<file path="src/rtl/fir_out_requant.sv">
// Requantizer at the output of the 63-tap FIR: round, shift, saturate to 16 bits,
// then buffer in a first-word-fall-through FIFO delivered over valid/ready.
module fir_out_requant #(
   parameter int SHIFT = 8,
   parameter int DEPTH = 8
) (
   input  logic                      clk,
   input  logic                      rst,
   input  logic                      ena,
   input  logic signed [31:0]        y_in,
   input  logic                      m_ready,
   input  logic                      clr_flags,
   output logic                      m_valid,
   output logic signed [15:0]        m_data,
   output logic [$clog2(DEPTH):0]    level,
   output logic                      sat_flag,
   output logic [15:0]               drop_cnt
);

   localparam int AW = $clog2(DEPTH);
   localparam logic signed [32:0] RND      = 33'sd1 <<< (SHIFT - 1);
   localparam logic signed [32:0] MAX_V    = 33'sd32767;
   localparam logic signed [32:0] MIN_V    = -33'sd32768;
   localparam logic [AW:0]        FULL_LVL = (AW + 1)'(DEPTH);

   logic signed [32:0] sum;
   logic signed [32:0] r_q;
   logic               v1_q;
   logic signed [15:0] s2_d;
   logic               s2_sat;
   logic signed [15:0] s2_q;
   logic               push_q;

   logic signed [15:0] mem [DEPTH];
   logic [AW-1:0]      wr_ptr;
   logic [AW-1:0]      rd_ptr;
   logic [AW:0]        count;
   logic               pop;
   logic               full;
   logic               do_push;
   logic               drop;

   // 33-bit sum so the rounding constant can never overflow a full-scale input
   assign sum = $signed({y_in[31], y_in}) + RND;

   // NOTE: every always_comb output gets a default first, so no path can infer a latch.
   always_comb begin
      s2_d   = r_q[15:0];
      s2_sat = 1'b0;
      if (r_q > MAX_V) begin
         s2_d   = 16'sh7FFF;
         s2_sat = 1'b1;
      end else if (r_q < MIN_V) begin
         s2_d   = 16'sh8000;
         s2_sat = 1'b1;
      end
   end

   assign m_valid = (count != '0);
   assign m_data  = m_valid ? mem[rd_ptr] : '0;
   assign level   = count;
   assign pop     = m_valid & m_ready;
   assign full    = (count == FULL_LVL);
   assign do_push = push_q & (~full | pop);
   assign drop    = push_q & full & ~pop;

   // NOTE: sequential state uses non-blocking assignments only, so every register
   // samples pre-edge values regardless of statement order.
   always_ff @(posedge clk) begin
      if (rst) begin
         r_q      <= '0;
         v1_q     <= 1'b0;
         s2_q     <= '0;
         push_q   <= 1'b0;
         wr_ptr   <= '0;
         rd_ptr   <= '0;
         count    <= '0;
         sat_flag <= 1'b0;
         drop_cnt <= '0;
      end else begin
         if (ena)
            r_q <= sum >>> SHIFT;
         v1_q <= ena;
         if (v1_q)
            s2_q <= s2_d;
         push_q <= v1_q;

         if (do_push)
            wr_ptr <= wr_ptr + 1'b1;
         if (pop)
            rd_ptr <= rd_ptr + 1'b1;
         case ({do_push, pop})
            2'b10:   count <= count + 1'b1;
            2'b01:   count <= count - 1'b1;
            default: count <= count;
         endcase

         if (clr_flags)
            sat_flag <= 1'b0;
         else if (v1_q && s2_sat)
            sat_flag <= 1'b1;

         if (clr_flags)
            drop_cnt <= '0;
         else if (drop && (drop_cnt != 16'hFFFF))
            drop_cnt <= drop_cnt + 1'b1;
      end
   end

   // NOTE: storage is deliberately not reset; pointers and count define what is valid.
   always_ff @(posedge clk) begin
      if (do_push)
         mem[wr_ptr] <= s2_q;
   end

endmodule

</file>
<file path="config.mk">
export PLATFORM = sky130hd
export DESIGN_NAME = fir_out_requant
export DESIGN_NICKNAME = d
export VERILOG_FILES = /design/src/rtl/fir_out_requant.sv
export SDC_FILE = /design/constraint.sdc
export NUM_CORES = 1
export LEC_CHECK = 0
export CORE_ASPECT_RATIO = 2
export CORE_MARGIN = 4
export CORE_UTILIZATION = 37
export CTS_BUF_LIST = sky130_fd_sc_hd__clkbuf_4 sky130_fd_sc_hd__clkbuf_8
export CTS_CLUSTER_DIAMETER = 30
export CTS_CLUSTER_SIZE = 10
export DETAILED_ROUTE_END_ITERATION = 10
export DONT_BUFFER_PORTS = 1
export SYNTH_ARGS = -nofsm -noshare
export SYNTH_HDL_FRONTEND = slang
export SYNTH_SLANG_ARGS = --single-unit
</file>
<file path="constraint.sdc">
create_clock -name clk -period 2.78 [get_ports clk]
set_input_delay 0.139 -clock clk [delete_from_list [all_inputs] [get_ports clk]]
set_output_delay 0.139 -clock clk [all_outputs]
set_load 0.05 [all_outputs]
</file>
# [Word level (Yosys, flattened, before mapping)]
# Memory sizes are Yosys's and may differ from the RTL's. A register that Yosys moved wholly into a read port is not among the register bits.
# Index checks and enable logic that the tools add are counted.
# W data, S select, Z words.
[totals] ff_bits=70 mem_bits_rw=128 input_bits=37 out_inout_bits=38 word_cells=44 n_memories=1
[op_classes] add_sub_neg=6 order_cmp=2 eq_ne=4 n_mux=10 bitwise_logic=7 reduce_logical=5
[mem_list] memory="mem" words=8 width=16 read_ports=1 rd_clocked_by_memory_dff=1 write_ports=1 line="34" text="logic signed [15:0] mem [DEPTH];"
[ops] operator="$mux W16" count=3
[ops] operator="$add A32 B9 Y33 const B" count=1
[ops] operator="$gt A25 B16 Y1 const B" count=1
[ops] operator="$lt A25 B16 Y1 const B" count=1
[ops] operator="$add A16 B1 Y16 const B" count=1
[ops] operator="$ne A16 B16 Y1 const B" count=1
[ops] operator="$pmux W4 S2" count=1
[ops] operator="$add A3 B1 Y3 const B" count=2
[ops] operator="$mux W3" count=2
[ops] operator="$add A4 B1 Y4 const B" count=1
[ops] operator="$and A1 B1 Y1" count=4
[ops] operator="$eq A4 B4 Y1 const B" count=1
[ops] operator="$mux W1" count=4
[ops] operator="$reduce_bool A4 Y1" count=1
[ops] operator="$sub A4 B1 Y4 const B" count=1
[ops] operator="$eq A2 B1 Y1 const B" count=1
[ops] operator="$eq A2 B2 Y1 const B" count=1
[ops] operator="$logic_and A1 B1 Y1" count=2
[ops] operator="$not A1 Y1" count=2
[ops] operator="$reduce_bool A2 Y1" count=1
[ops] operator="$reduce_or A2 Y1" count=1
[ops] operator="$or A1 B1 Y1" count=1

# [Depth between registers and ports, before layout]
[depth] word_depth=6 ltp_mapped=13

# [Worst setup path before layout]
# No wires, ideal clock.
[synth_path] kind="reg2reg" from="register count[0] (netlist: level[0])" to="register count[3] (netlist: level[3])" setup_ns=0.121 t_arrival_ns=3.398 setup_slack_ns=-0.739 stages_incl_launch_ff=13 path_buffers=2 synth_period_minus_slack_ns=3.519 path_cell_list="dfxtp_1 > or3_1 > buf_2 > nor2_1 > inv_1 > and2_1 > clkbuf_1 > ha_1 > ha_1 > a21o_1 > a21oi_1 > mux2i_1 > mux2_2"
[synth_between] elab_chain_len=6 elab_cells_between_ends=12 cone_classes="add/sub (2); eq/ne (3); mux (1); bitwise (4); reduce/logical (2)"
[synth_lines] item="from (decl)" line="37" text="logic [AW:0] count;"
[synth_lines] item="from (signal assigned)" line="93" text="2'b10: count <= count + 1'b1;"
[synth_lines] item="from (signal assigned)" line="94" text="2'b01: count <= count - 1'b1;"
[synth_lines] item="from (signal assigned)" line="95" text="default: count <= count;"
[synth_lines] item="$reduce_bool A4 Y1 *" line="59" text="assign m_valid = (count != '0);"
[synth_lines] item="via m_valid" line="13" text="output logic m_valid,"
[synth_lines] item="$and A1 B1 Y1 *" line="62" text="assign pop = m_valid & m_ready;"
[synth_lines] item="via pop" line="38" text="logic pop;"
[synth_lines] item="$or A1 B1 Y1" line="64" text="assign do_push = push_q & (~full | pop);"
[synth_lines] item="$and A1 B1 Y1" line="64"
[synth_lines] item="$eq A2 B1 Y1 / $eq A2 B2 Y1 (equally long branches)" line="92" text="case ({do_push, pop})"
[synth_lines] item="$pmux W4 S2 / $reduce_bool A2 Y1 (equally long branches)"
# Mark *: on every way through the listed nets, which the timed path passes. The rest lies on a longest branch.
# A chain may end at the register's enable or synchronous reset.

# [Worst setup path after layout]
[layout_path] from="register count[1] (netlist: level[1])" to="register count[3] (netlist: level[3])"
[layout_between] elab_chain_len=6 elab_cells_between_ends=12 cone_classes="add/sub (2); eq/ne (3); mux (1); bitwise (4); reduce/logical (2)"
[layout_lines] item="$reduce_bool A4 Y1 / $eq A4 B4 Y1 (equally long branches)" line="59, 63"
[layout_lines] item="$and A1 B1 Y1 / $not A1 Y1 (equally long branches)" line="62, 64"
[layout_lines] item="$or A1 B1 Y1" line="64"
[layout_lines] item="$and A1 B1 Y1" line="64"
[layout_lines] item="$eq A2 B1 Y1 / $eq A2 B2 Y1 (equally long branches)" line="92"
[layout_lines] item="$pmux W4 S2 / $reduce_bool A2 Y1 (equally long branches)"
# Several ways; a longest one is shown, not always the timed one.

==> impl_metrics.py <==
metrics = {
    "run_status": {
        "status": "completed",
    },
    "critical_path": {
        "path_class": "flip-flop to flip-flop",
        "crit_arrival_ns": 3.07,
        "startpoint_type": "flip-flop",
        "end_kind": "flip-flop",
        "r2r_slack_ns": 0.14,
        "rr_worst_depth": 10,
        "path_max_fanout": 4,
        "required_ns": 3.21,
    },
    "synth": {
        "postSynthAreaPerCell_sq_um": 13.2,
        "synth_top_area_share_pct": 45.9,
        "yosysSeqAreaShare_pct": 63.3,
        "synth_most_common_cell": "edfxtp_1",
        "synth_edf_count": 128,
        "synthCells": 633,
        "yosysTopAreaCell": "edfxtp_1",
        "yosysUniqueCellTypes": 45,
        "synth_nets": 678,
        "synthArstFlopShare_pct": 0,
        "yosys-top-cells-area": "edfxtp_1 (46%), dfxtp_1 (17%), mux4_2 (8.6%)",
        "yosys_most_used_dff": "edfxtp_1",
        "synthTopCellsByCount": "edfxtp_1 (128), nor2_1 (85), dfxtp_1 (73)",
        "ys_ff_latch": 201,
        "netlist_area_sq_um": 8380,
        "yosys_warnings": 0,
    },
    "worst_hold_path": {
        "hp-class": "input port to flip-flop",
        "holdPathStages": 4,
    },
    "global_routing": {
        "grt-ovfl-total": 0,
        "gr-usage-all-layers_pct": 14.5,
        "grt_pass1_wl_um": 29600,
        "grt_start_max_net_pins": 61,
        "antenna_found_initial": 0,
        "grt_pass1_vias": 5878,
    },
    "layout": {
        "instances_no_fill": 1018,
        "area_delta_synth_final_pct": 20.6,
        "drive_gt1_share_pct": 20.2,
        "insertedDiodeCount": 0,
        "final_util_pct": 45.4,
        "final_nets": 769,
    },
    "die": {
        "start_util_pct": 37.7,
        "die_x_um": 114,
        "coreArea_sq_um": 22300,
        "dieArea_sq_um": 25300,
        "core.rowCount": 77,
        "die_h_um": 221,
        "num_io_pins": 75,
    },
    "detailed_routing": {
        "num_vias": 5464,
        "wl_um": 18100,
        "firstDrtPassIters": 4,
        "viasPerCell": 5.37,
        "wl_per_cell_um": 17.8,
        "antenna_left": 0,
        "drt_iter0_drc": 270,
        "remaining_drc_errors": 0,
    },
    "clock_network": {
        "root_buffer": "clkbuf_8",
        "clockBufferDepth": 3,
        "cts.sinks": 201,
        "cts.reportedPaths.clkPinSlew_ns": 0.07,
        "htreeDepth": 1,
        "post_cts_buffers": 0,
        "clk_latency_ns": 0.53,
        "cts_tree": "built",
        "numCtsBuffers": 25,
    },
    "pwr": {
        "finalPower_mw": 7.58,
        "power_density_nw_per_um2": 750,
        "intPower_mw": 5.35,
        "switchingPower_mw": 2.23,
        "total_leakage_power_nw": 3.43,
        "p_clk_share_pct": 30.7,
        "switching_share_pct": 29.4,
        "combPwrFrac_pct": 24.2,
        "irDropWorstVdd_mv": 0.438,
        "power_frac_seq_pct": 45.1,
    },
    "timing": {
        "fmax_mhz": 379,
        "relSlewSlack_pct": 33.4,
        "layout_setup_ws_ns": 0.138,
        "fin_skew_ns": 0.0249,
        "worstMarginPinSlew_ns": 0.996,
        "rsz0062_at_grt": "no",
        "post-route-period-util_pct": 95.0,
        "hold_viol": 0,
        "finalSetupViolCount": 0,
        "fin_setup_tns_ns": 0,
        "layout_min_cycle_time_ns": 2.64,
        "slew_violations": 0,
    },
    "place": {
        "pre_cts_slack_ns": 0.0873,
        "dp.cells": 925,
        "portBuffers": 0,
        "hpwl_um": 12200,
        "gp_congestion": 0.768,
    },
    "flow_run": {
        "cap_violations": 0,
    },
}
## power groups by stage
stage,logic [mW],registers (mW),clock network [mW]
floorplan,1.31,3.45,0
global placement,1.76,3.48,0
detailed placement,1.79,3.48,0
CTS,1.88,3.42,2.40
global route,1.98,3.44,2.53
finish,1.84,3.42,2.33
## worst paths after layout
path | from | endpoint
hold reg to reg | r_q[6] | s2_q[6]
setup / recovery | level[1] | level[3]
hold / removal | y_in[17] | r_q[10]
setup reg to reg | level[1] | level[3]
## cell usage in the layout, fill, tap and decap left out, types with 10 or more instances in the layout
cell           count
edfxtp_1         128
xor2_1            10
a21oi_1           12
a311oi_1          11
o21ai_0           11
nand2_1           39
or4_1             12
nor2_1            84
mux2i_1           24
clkbuf_8          25
dfxtp_1           69
or3_1             14
mux4_2            32
o31ai_1           12
a211oi_1          25
nand4_1           11
clkbuf_4          15
dlygate4sd3_1     46
buf_4             51
nand3_1           17
## critical path, stage by stage, from the launching register on
cell	delay (ns)
dfxtp_4	0.34
or3_1	0.44
nor2_4	0.14
inv_4	0.04
and2_1	0.21
ha_4	0.20
ha_1	0.28
a21o_1	0.20
a21oi_2	0.14
mux2i_1	0.21
mux2_2	0.34
## per-stage QoR
step	hold WS [ns]	cell area, sq um
after CTS	0.0136	10100
final	0.0414	10100
after floorplan	0.219	8430
after detailed placement	0.218	9040
after global placement	0.214	9040
after global routing	0.0524	10100
## cell type report
cell class / count / area [sq um]
Clock buffer: 40 / 457
Clock inverter: 5 / 100
Fill cell: 1961 / 12100
Inverter: 10 / 40.0
Multi-Input combinational cell: 386 / 2940
Sequential cell: 201 / 5320
Tap cell: 276 / 345
Timing Repair Buffer: 100 / 911
## flip-flops by register name, summed over array words and instances, names as in the netlist, named ones only
signal and count:
push_q 1, wr_ptr 3, level 4, s2_q 16, sat_flag 1, v1_q 1, drop_cnt 16, mem 128
rd_ptr 3, r_q 25
## routing by layer
layer	routed length (um)	track usage, %	vias to the layer above
met5	0	0	-
met4	556	6.44	0
met3	757	2.10	43
met2	10700	28.5	143
met1	6110	14.4	2654
li1	-	-	2624
## kinds of logic after synthesis
| logic type | count (synthesis) | synth area share (%) |
|---|---|---|
| adders and majority gates | 8 | 1.28 |
| DFF | 201 | 63.3 |
| xor gates and xnor gates | 15 | 1.57 |
| and+or+nand+nor | 217 | 12.6 |
| AOI/OAI and AO/OA | 89 | 7.55 |
| muxes | 57 | 11.6 |
| buffers and inverters | 46 | 2.16 |
## repair_timing
action | 4_1_cts | 5_1_grt
hold endpoints to repair | 70 | 0
endpoints found under the setup margin | 0 | 3
hold buffers | 48 | 0
gates resized for setup | 0 | 2
Power figures use the tool's default switching activity.
